--- config.mk ---
export PLATFORM = sky130hd
export DESIGN_NAME = ptp_adj_sched_flat
export DESIGN_NICKNAME = d
export VERILOG_FILES = /design/src/rtl/ptp_adj_sched_if.sv /design/src/rtl/ptp_adj_sched.sv /design/src/flat_wrapper.sv
export SDC_FILE = /design/constraint.sdc
export NUM_CORES = 1
export LEC_CHECK = 0
export BUFFER_PORTS_ARGS = -buffer_cell sky130_fd_sc_hd__buf_2
export CORE_ASPECT_RATIO = 1.4
export CORE_MARGIN = 4
export CORE_UTILIZATION = 40
export CTS_CLUSTER_DIAMETER = 80
export DETAILED_ROUTE_END_ITERATION = 8
export PLACE_DENSITY_LB_ADDON = 0.25
export SYNTH_ARGS = -nofsm -noshare
export SYNTH_HDL_FRONTEND = slang
export SYNTH_SLANG_ARGS = --single-unit
--- constraint.sdc ---
create_clock -name clk -period 5.59 [get_ports clk]
set_input_delay 0.559 -clock clk [delete_from_list [all_inputs] [get_ports clk]]
set_output_delay 0.559 -clock clk [all_outputs]
set_load 0.02 [all_outputs]
--- src/rtl/ptp_adj_sched_if.sv ---
// ptp_adj_sched_if
//   Bundles the request-side handshake (servo/CSR layer) and the PTP clock
//   adjustment bus used by ptp_adj_sched.
//   slave  : the scheduler (receives requests, drives clock commands)
//   master : the environment (servo layer + PTP clock instance)
//   Request side : req_offset, req_valid, req_ready, req_abort, busy, done
//   Clock side   : cur_ts_64, adj_active, ts_64_out, ts_64_valid,
//                  adj_ns, adj_fns, adj_count, adj_valid
interface ptp_adj_sched_if #(
    parameter int OFFSET_NS_WIDTH = 4
);
    logic [47:0]                req_offset;
    logic                       req_valid;
    logic                       req_ready;
    logic                       req_abort;
    logic                       busy;
    logic                       done;
    logic [63:0]                cur_ts_64;
    logic                       adj_active;
    logic [63:0]                ts_64_out;
    logic                       ts_64_valid;
    logic [OFFSET_NS_WIDTH-1:0] adj_ns;
    logic [15:0]                adj_fns;
    logic [15:0]                adj_count;
    logic                       adj_valid;

    modport slave (
        input  req_offset, req_valid, req_abort, cur_ts_64, adj_active,
        output req_ready, busy, done, ts_64_out, ts_64_valid,
               adj_ns, adj_fns, adj_count, adj_valid
    );

    modport master (
        output req_offset, req_valid, req_abort, cur_ts_64, adj_active,
        input  req_ready, busy, done, ts_64_out, ts_64_valid,
               adj_ns, adj_fns, adj_count, adj_valid
    );
endinterface

--- src/rtl/ptp_adj_sched.sv ---
// ptp_adj_sched
//   Turns one signed Q32.16 offset correction into PTP clock commands:
//   large offsets become a timestamp load (step), small ones a rate-limited
//   slew issued as saturated chunks plus one residual chunk.
//   Ports:
//     clk, rst : clock, asynchronous active-high reset
//     bus      : ptp_adj_sched_if.slave (request handshake + clock adjust bus)
//   All outputs are registered.
module ptp_adj_sched #(
    parameter int          OFFSET_NS_WIDTH = 4,
    parameter int          FNS_WIDTH       = 16,
    parameter int          SLEW_SHIFT      = 8,
    parameter logic [31:0] STEP_THRESH_NS  = 32'd1_000_000,
    parameter logic [63:0] LOAD_COMP       = 64'h0000_0000_0006_6666
) (
    input  logic                clk,
    input  logic                rst,
    ptp_adj_sched_if.slave      bus
);
    localparam int AW = OFFSET_NS_WIDTH + FNS_WIDTH;

    typedef enum logic [2:0] {
        S_IDLE, S_STEP, S_ISSUE, S_WAIT, S_RESID, S_RWAIT
    } state_t;

    state_t        state, state_n;
    logic          sign, sign_n;
    logic [46:0]   mag, mag_n;
    logic [1:0]    guard, guard_n;
    logic [63:0]   ts_r, ts_n;
    logic          tsv_r, tsv_n;
    logic [AW-1:0] adj_r, adj_n;
    logic [15:0]   cnt_r, cnt_n;
    logic          adjv_r, adjv_n;
    logic          done_r, done_n;
    logic          ready_r, ready_n;
    logic          busy_r, busy_n;

    logic [47:0]   abs_off;
    logic [46:0]   abs_mag;
    logic [46:0]   chunks;
    logic [15:0]   chunk_cnt;
    logic [46:0]   chunk_mag;
    logic [AW-1:0] slew_unit;
    logic [AW-1:0] mag_res;
    logic [63:0]   ts_sum;

    // |req_offset|; -2^47 has no positive 47-bit form and saturates
    assign abs_off   = bus.req_offset[47] ? (~bus.req_offset + 48'd1) : bus.req_offset;
    assign abs_mag   = abs_off[47] ? '1 : abs_off[46:0];
    assign chunks    = mag >> SLEW_SHIFT;
    assign chunk_cnt = (|chunks[46:16]) ? 16'hFFFF : chunks[15:0];
    assign chunk_mag = {31'd0, chunk_cnt} << SLEW_SHIFT;
    assign slew_unit = {{(AW-1){1'b0}}, 1'b1} << SLEW_SHIFT;
    assign mag_res   = mag[AW-1:0];
    // Step target is computed from the timestamp seen on the accept cycle so
    // the load is presented while the FSM sits in STEP.
    assign ts_sum    = bus.cur_ts_64 + {{16{bus.req_offset[47]}}, bus.req_offset} + LOAD_COMP;

    always_ff @(posedge clk or posedge rst) begin
        if (rst) begin
            state   <= S_IDLE;
            sign    <= 1'b0;
            mag     <= '0;
            guard   <= '0;
            ts_r    <= '0;
            tsv_r   <= 1'b0;
            adj_r   <= '0;
            cnt_r   <= '0;
            adjv_r  <= 1'b0;
            done_r  <= 1'b0;
            ready_r <= 1'b1;
            busy_r  <= 1'b0;
        end else begin
            state   <= state_n;
            sign    <= sign_n;
            mag     <= mag_n;
            guard   <= guard_n;
            ts_r    <= ts_n;
            tsv_r   <= tsv_n;
            adj_r   <= adj_n;
            cnt_r   <= cnt_n;
            adjv_r  <= adjv_n;
            done_r  <= done_n;
            ready_r <= ready_n;
            busy_r  <= busy_n;
        end
    end

    always_comb begin
        state_n = state;
        sign_n  = sign;
        mag_n   = mag;
        guard_n = guard;
        ts_n    = ts_r;
        tsv_n   = 1'b0;
        adj_n   = adj_r;
        cnt_n   = cnt_r;
        adjv_n  = 1'b0;
        done_n  = 1'b0;

        case (state)
            S_IDLE: begin
                if (bus.req_valid && ready_r) begin
                    sign_n = bus.req_offset[47];
                    mag_n  = abs_mag;
                    if ({1'b0, abs_mag[46:16]} >= STEP_THRESH_NS) begin
                        state_n = S_STEP;
                        ts_n    = ts_sum;
                        tsv_n   = 1'b1;
                    end else if (abs_mag == '0) begin
                        done_n = 1'b1;
                    end else begin
                        state_n = S_ISSUE;
                    end
                end
            end
            S_STEP: begin
                mag_n   = '0;
                done_n  = 1'b1;
                state_n = S_IDLE;
            end
            S_ISSUE: begin
                if (chunk_cnt == 16'd0) begin
                    state_n = S_RESID;
                end else begin
                    adj_n   = sign ? -slew_unit : slew_unit;
                    cnt_n   = chunk_cnt;
                    adjv_n  = 1'b1;
                    mag_n   = mag - chunk_mag;
                    guard_n = 2'd2;
                    state_n = S_WAIT;
                end
            end
            S_WAIT: begin
                // Guard lets the clock raise adj_active before it is trusted
                if (guard != 2'd0) begin
                    guard_n = guard - 2'd1;
                end else if (!bus.adj_active) begin
                    state_n = (mag >= (47'd1 << SLEW_SHIFT)) ? S_ISSUE : S_RESID;
                end
            end
            S_RESID: begin
                if (mag == '0) begin
                    done_n  = 1'b1;
                    state_n = S_IDLE;
                end else begin
                    adj_n   = sign ? -mag_res : mag_res;
                    cnt_n   = 16'd1;
                    adjv_n  = 1'b1;
                    mag_n   = '0;
                    guard_n = 2'd2;
                    state_n = S_RWAIT;
                end
            end
            S_RWAIT: begin
                if (guard != 2'd0) begin
                    guard_n = guard - 2'd1;
                end else if (!bus.adj_active) begin
                    done_n  = 1'b1;
                    state_n = S_IDLE;
                end
            end
            default: state_n = S_IDLE;
        endcase

        // Zero-count command cancels whatever count the clock still holds
        if (bus.req_abort && (state inside {S_ISSUE, S_WAIT, S_RESID, S_RWAIT})) begin
            adj_n   = '0;
            cnt_n   = '0;
            adjv_n  = 1'b1;
            mag_n   = '0;
            guard_n = '0;
            done_n  = 1'b1;
            state_n = S_IDLE;
        end
    end

    assign ready_n = (state_n == S_IDLE);
    assign busy_n  = (state_n != S_IDLE);

    assign bus.req_ready   = ready_r;
    assign bus.busy        = busy_r;
    assign bus.done        = done_r;
    assign bus.ts_64_out   = ts_r;
    assign bus.ts_64_valid = tsv_r;
    assign bus.adj_ns      = adj_r[AW-1:FNS_WIDTH];
    assign bus.adj_fns     = adj_r[FNS_WIDTH-1:0];
    assign bus.adj_count   = cnt_r;
    assign bus.adj_valid   = adjv_r;
endmodule

--- src/flat_wrapper.sv ---
// flat-port wrapper written by rule: the top's interface ports become plain ports
module ptp_adj_sched_flat 
#(
    parameter int          OFFSET_NS_WIDTH = 4,
    parameter int          FNS_WIDTH       = 16,
    parameter int          SLEW_SHIFT      = 8,
    parameter logic [31:0] STEP_THRESH_NS  = 32'd1_000_000,
    parameter logic [63:0] LOAD_COMP       = 64'h0000_0000_0006_6666
)
  (clk, rst, bus_req_offset, bus_req_valid, bus_req_abort, bus_cur_ts_64, bus_adj_active, bus_req_ready, bus_busy, bus_done, bus_ts_64_out, bus_ts_64_valid, bus_adj_ns, bus_adj_fns, bus_adj_count, bus_adj_valid);
  ptp_adj_sched_if #(.OFFSET_NS_WIDTH(OFFSET_NS_WIDTH)) bus_i ();
  input  logic clk;
  input  logic rst;
  input wire logic [$bits(bus_i.req_offset)-1:0] bus_req_offset;
  input wire logic [$bits(bus_i.req_valid)-1:0] bus_req_valid;
  input wire logic [$bits(bus_i.req_abort)-1:0] bus_req_abort;
  input wire logic [$bits(bus_i.cur_ts_64)-1:0] bus_cur_ts_64;
  input wire logic [$bits(bus_i.adj_active)-1:0] bus_adj_active;
  output wire logic [$bits(bus_i.req_ready)-1:0] bus_req_ready;
  output wire logic [$bits(bus_i.busy)-1:0] bus_busy;
  output wire logic [$bits(bus_i.done)-1:0] bus_done;
  output wire logic [$bits(bus_i.ts_64_out)-1:0] bus_ts_64_out;
  output wire logic [$bits(bus_i.ts_64_valid)-1:0] bus_ts_64_valid;
  output wire logic [$bits(bus_i.adj_ns)-1:0] bus_adj_ns;
  output wire logic [$bits(bus_i.adj_fns)-1:0] bus_adj_fns;
  output wire logic [$bits(bus_i.adj_count)-1:0] bus_adj_count;
  output wire logic [$bits(bus_i.adj_valid)-1:0] bus_adj_valid;
  assign bus_i.req_offset = bus_req_offset;
  assign bus_i.req_valid = bus_req_valid;
  assign bus_i.req_abort = bus_req_abort;
  assign bus_i.cur_ts_64 = bus_cur_ts_64;
  assign bus_i.adj_active = bus_adj_active;
  assign bus_req_ready = bus_i.req_ready;
  assign bus_busy = bus_i.busy;
  assign bus_done = bus_i.done;
  assign bus_ts_64_out = bus_i.ts_64_out;
  assign bus_ts_64_valid = bus_i.ts_64_valid;
  assign bus_adj_ns = bus_i.adj_ns;
  assign bus_adj_fns = bus_i.adj_fns;
  assign bus_adj_count = bus_i.adj_count;
  assign bus_adj_valid = bus_i.adj_valid;
  ptp_adj_sched #(.OFFSET_NS_WIDTH(OFFSET_NS_WIDTH), .FNS_WIDTH(FNS_WIDTH), .SLEW_SHIFT(SLEW_SHIFT), .STEP_THRESH_NS(STEP_THRESH_NS), .LOAD_COMP(LOAD_COMP)) u_core (.clk(clk), .rst(rst), .bus(bus_i));
endmodule
# Yosys cells after proc, flatten, opt, wreduce, memory -nomap -nowiden

Index checks and enable logic that the tools add are counted.

$add $sub $neg: 6
$lt $le $gt $ge: 2
Equal/unequal tests: 9
Muxes and demuxes: 50
Bitwise operators: 1
Reductions and logical operators: 20

Operators with widths:

| cell                                                  | number |
|---|---|
| 2-to-1 mux 47 bit                                     | 5 |
| one-hot mux 47 bit (4 select lines)                   | 1 |
| 2-to-1 mux 20 bit                                     | 5 |
| zero test 47 bit                                      | 2 |
| adder 64 x 19 -> 64 bit, second input constant        | 1 |
| adder 64 bit                                          | 1 |
| 2-to-1 mux 16 bit                                     | 4 |
| adder 48 x 1 -> 48 bit, second input constant         | 1 |
| 2-to-1 mux 48 bit                                     | 1 |
| NOT 48 bit                                            | 1 |
| >= comparator 47 x 9 -> 1 bit, second input constant  | 1 |
| subtractor 47 x 24 -> 47 bit                          | 1 |
| one-hot mux 20 bit (2 select lines)                   | 1 |
| 2-to-1 mux 3 bit                                      | 11 |
| one-hot mux 16 bit (2 select lines)                   | 1 |
| >= comparator 31 x 20 -> 1 bit, second input constant | 1 |
| OR reduction 23 bit                                   | 1 |
| negation 20 bit                                       | 1 |
| zero test 16 bit                                      | 1 |
| one-hot mux 3 bit (5 select lines)                    | 1 |
| 2-to-1 mux 1 bit                                      | 13 |
| 2-to-1 mux 2 bit                                      | 4 |
| AND reduction 4 bit                                   | 2 |
| nonzero test 4 bit                                    | 2 |
| 17 further kinds                                      | 25 |

Register bits: 158
Input bits: 117
Output and inout bits: 105
Logic and storage cells: 100

# Logic depth before layout (Yosys ltp)

Depth in word-level cells: 11
Gate-level depth with buffers: 16
Mapped depth without buffers: 16

# Least setup slack after synthesis

No wires, ideal clock.

Path kind: input to register
Start point: input bus_req_offset[27]
End point: register u_core.ts_r[0] (netlist: u_core.bus.ts_64_out[0])
Setup time: 0.125 ns
Arrival: 3.907 ns
Required time: 5.465 ns
Setup slack: 1.559 ns
Stages on the path: 13
Buffers on the path: 2
Cells stage by stage: buf_6 -> or4_4 -> or3_1 -> or4_4 -> or3_4 -> mux2_4 -> a32oi_1 -> nor3_1 -> and3_4 -> nand2b_4 -> inv_4 -> buf_6 -> mux2_2

Cells in the longest elaborated chain, start to end: 6

Ends and longest elaborated chain:

| item                             | RTL line             | text |
|---|---|---|
| start, declared                  | flat_wrapper.sv:14   | `input wire logic [$bits(bus_i.req_offset)-1:0] bus_req_offset;` |
| NOT 48 bit                       | ptp_adj_sched.sv:49  | `assign abs_off = bus.req_offset[47] ? (~bus.req_offset + 48'd1) : bus.req_offset;` |
| adder 48 x 1 -> 48 bit           | ptp_adj_sched.sv:49  |  |
| 2-to-1 mux 48 bit *              | ptp_adj_sched.sv:49  |  |
| 2-to-1 mux 47 bit *              | ptp_adj_sched.sv:50  | `assign abs_mag = abs_off[47] ? '1 : abs_off[46:0];` |
| >= comparator 31 x 20 -> 1 bit * | ptp_adj_sched.sv:107 | `if ({1'b0, abs_mag[46:16]} >= STEP_THRESH_NS) begin` |
| AND reduction 3 bit (no line) *  | --                   |  |
| end signal, assigned             | ptp_adj_sched.sv:79  | `ts_r <= ts_n;` |
| end, declared                    | ptp_adj_sched.sv:30  | `logic [63:0] ts_r, ts_n;` |

Every way passes the cells marked *; elsewhere a longest branch is shown, timed or not.
A chain may end at the register's enable or synchronous reset.

# Worst setup path in the final report

Start point: input bus_req_offset[1]
End point: register u_core.ts_r[30] (netlist: u_core.bus.ts_64_out[30])

Cells in the longest elaborated chain, start to end: 6
Elaborated cells between the ends (all ways): 8
Classes of those cells: add/sub (3); order compare (1); mux (2); bitwise (1); reduce/logical (1)

Ends and longest elaborated chain:

| item                           | RTL line |
|---|---|
| NOT 48 bit                     | ptp_adj_sched.sv:49 |
| adder 48 x 1 -> 48 bit         | ptp_adj_sched.sv:49 |
| 2-to-1 mux 48 bit              | ptp_adj_sched.sv:49 |
| 2-to-1 mux 47 bit              | ptp_adj_sched.sv:50 |
| >= comparator 31 x 20 -> 1 bit | ptp_adj_sched.sv:107 |
| AND reduction 3 bit (no line)  | -- |

Parallel ways exist; a longest one is shown, timed or not.

==> results.sh <==
export IMPL_cts_buffers=17
export IMPL_p_seq_share_pct=34.4
export IMPL_synth_edff_count=0
export IMPL_synth_xor_area_share_pct=7.56
export IMPL_drc=0
export IMPL_worstPathRequired_ps=5930
export IMPL_initial_utilization_pct=40.4
export IMPL_min_period_over_period_pct=79.9
export IMPL_cts_clk_slew_worst_paths_ps=70
export IMPL_io_pins=222
export IMPL_overflow=0
export IMPL_yosysSeqAreaShare_pct=28.0
export IMPL_path_cells="buf_2 > inv_1 > ha_1 > or4b_1 > nor4_1 > nand2_1 > o41ai_1 > nor2_1 > a311oi_1 > o221ai_1 > and3_4 > nand2b_4 > inv_4 > mux2_2"
export IMPL_slowest_delay_ps=610
export IMPL_ys_top_cells_by_count="232 x o21ai_0, 201 x nand2_1, 157 x dfrtp_1"
export IMPL_synthAdderAreaFrac_pct=11.6
export IMPL_peakVddDrop_mv=0.194
export IMPL_tritoncts="yes"
export IMPL_crit_slowest_cell="o41ai_1"
export IMPL_drt_iter0_drc=1008
export IMPL_synthMostInstantiatedCell="o21ai_0"
export IMPL_fin_worst_skew_ps=13.4
export IMPL_ys_types=80
export IMPL_core_rowCount=81
export IMPL_htree_levels=4
export IMPL_fmax_ghz=0.224
export IMPL_slew_headroom_pct=31.6
export IMPL_routabilityCongestion=0.918
export IMPL_worstPathMaxFanout=49
export IMPL_vias_per_cell=5.83
export IMPL_antenna_found_initial=6
export IMPL_netlist_area_sq_um=14100
export IMPL_ys_seq_elements=158
export IMPL_cts_sinks=158
export IMPL_synth_compound_area_share_pct=25.9
export IMPL_drive_gt1_share_pct=18.0
export IMPL_crit_reg2reg_launch="u_core.mag[37]"
export IMPL_critPathCaptureType="flop"
export IMPL_power_density_nw_per_um2=318
export IMPL_min_path_type="input pin to asynchronous set/reset pin"
export IMPL_rsz0062_at_grt="no"
export IMPL_ant_nets=0
export IMPL_crit_family="simple AND/OR/NAND/NOR gates"
export IMPL_muxShareOfSynthArea_pct=3.58
export IMPL_finalPower_mw=5.14
export IMPL_hold_violations=0
export IMPL_die_w_um=167
export IMPL_worstPathBufferInverterCount=3
export IMPL_share_comb_of_total_power_pct=42.0
export IMPL_synth_flop_cell="dfrtp_1"
export IMPL_drt_pass1_iter_count=7
export IMPL_fin_crit_ps=4470
export IMPL_grt_max_degree=105
export IMPL_p_clk_share_pct=23.6
export IMPL_yosysTopAreaCellShare_pct=27.8
export IMPL_syn_nets=2012
export IMPL_wl_per_cell_um=19.4
export IMPL_rr_worst_depth=13
export IMPL_p_leak_nw=7.49
export IMPL_worst_pin_slew_ps=1020
export IMPL_hold_slack_ps=268
export IMPL_p_switching_mw=2.16
export IMPL_outcome="completed"
export IMPL_synth_area_per_cell_sq_um=8.00
export IMPL_clockRootBuffer="clkbuf_16"
export IMPL_die_y_um=230
export IMPL_area_growth_pct=14.2
export IMPL_dp_hpwl_um=36600
export IMPL_grt_util_all_layers_pct=23.5
export IMPL_crit_type="input pin to flop"
export IMPL_ctsHoldBuffers=0
export IMPL_ys_warnings_count=0
export IMPL_worstReg2RegEnd="u_core.mag[46]"
export IMPL_syn_inst=1765
export IMPL_yosysTopAreaCell="dfrtp_1"
export IMPL_max_cap_violations=0
export IMPL_cts_setup_buffers=0
export IMPL_num_vias=13900
export IMPL_grt_pass1_wl_um=73200
export IMPL_async_flop_share_pct=100
export IMPL_grt_pass1_vias=13500
export IMPL_cp_data_arrival_time_ps=4800
export IMPL_nets=2170
export IMPL_r2r_slack_ps=1480
export IMPL_place_port_buffers=221
export IMPL_yosys_area_share_simple_pct=18.1
export IMPL_synth_area_top_cells="dfrtp_1 28%, ha_1 11%, o21ai_0 8.2%, nand2_1 5.3%, a21oi_1 5.1%"
export IMPL_cp_start_kind="input pin"
export IMPL_clock_path_buffers=2
export IMPL_synth_top_family_by_area="compound AO/OA/AOI/OAI gates"
export IMPL_core_sq_um=35000
export IMPL_totalWireLength_um=46500
export IMPL_setup_violations_final=0
export IMPL_cts_resized=0
export IMPL_clk_latency_ps=460
export IMPL_fp_dieArea_sq_um=38400
export IMPL_p_int_mw=2.98
export IMPL_switching_share_pct=42.0
export IMPL_setup_tns_ps=0
export IMPL_finalMaxSlewViolations=0
## per-stage QoR
| step | cell area, sq um | utilization [%] | setup WS [ps] | std cells |
|---|---|---|---|---|
| floorplan | 14100 | - | 769 | 1765 |
| global placement | 15500 | 44.4 | 773 | 2360 |
| detailed placement | 15500 | 44.4 | 689 | 2360 |
| CTS | 16100 | 46.1 | 1130 | 2391 |
| global route | 16100 | 46.1 | 826 | 2392 |
| finish | 16100 | 46.2 | 1120 | 2394 |
## power groups by stage
stage	Clock, mW	Combinational (mW)	Sequential (mW)
final	1.21	2.16	1.77
after global routing	1.28	2.37	1.81
after CTS	1.24	2.16	1.76
after detailed placement	0	2.15	1.78
after global placement	0	2.14	1.78
after floorplan	0	1.29	1.92
## worst register-to-register path, cell delays in order (launching register included)
cell and delay, ps:
dfrtp_1 430, or3_1 430, or3_1 440, or4_1 920
nand2b_1 200, ha_1 150, buf_4 180, o21ai_0 260
and2_1 360, nand3b_1 210, nor2_1 100, a21oi_1 140
o21ai_0 90, o311ai_0 100
## how the worst max path moves through the flow
stage | from | endpoint | depth (start not counted)
floorplan | rst | u_core.adj_r[0] | 1
global placement | bus_req_offset[1] | u_core.bus.ts_64_out[24] | 14
detailed placement | bus_req_offset[1] | u_core.bus.ts_64_out[0] | 14
CTS | bus_req_offset[1] | u_core.bus.ts_64_out[6] | 14
global route | bus_req_offset[0] | u_core.bus.ts_64_out[6] | 14
finish | bus_req_offset[1] | u_core.bus.ts_64_out[30] | 14
## sequential cells by signal, summed over array words and instances, names as in the netlist
register,count
u_core.state,3
u_core.adj_r,20
u_core.bus.req_ready,1
u_core.bus.busy,1
u_core.bus.ts_64_valid,1
u_core.sign,1
u_core.guard,2
u_core.bus.ts_64_out,64
u_core.bus.adj_count,16
u_core.mag,47
u_core.bus.adj_valid,1
u_core.bus.done,1
## final cells by class
type | instances | area (sq um)
Multi-Input combinational cell | 1423 | 9430
Clock inverter | 13 | 151
Fill cell | 3533 | 18800
Antenna cell | 3 | 7.51
Sequential cell | 158 | 3960
Inverter | 78 | 300
Tap cell | 456 | 571
Timing Repair Buffer | 245 | 1290
Clock buffer | 18 | 439
## cells by family (layout without fill, tap and decap cells)
kind of cell / count (synthesis) / in the layout
other: 0 / 3
xor gates and xnor gates: 122 / 122
AOI/OAI and AO/OA: 597 / 597
muxes: 45 / 45
adders and majority gates: 130 / 130
DFF: 158 / 158
buffers and inverters: 184 / 354
and+or+nand+nor: 529 / 529
## layout by cell type (no fill, tap or decap), drive strengths merged, types with 8 or more instances in the layout
cell	instances
nand2b	13
o41ai	11
buf	245
o21a	13
nand2	201
and2	8
o21ai	233
mux2	41
or2	11
ha	129
xnor2	72
nand3	41
dfrtp	157
a22o	8
o211ai	13
clkbuf	18
nor2b	13
or3	23
or4	16
a21o	30
a31oi	22
xor2	50
nor2	91
inv	85
o31ai	32
nor4	12
a211oi	8
o21bai	12
a21oi	144
and3	20
nand4	24
nor3	42
## routing by layer
layer	vias to the layer above	GRT usage, %	wire, um
li1	6761	-	-
met1	6641	28.1	18900
met5	-	0	56
met2	443	42.0	23400
met4	8	9.29	1730
met3	94	3.96	2450
Power figures use the tool's default switching activity.
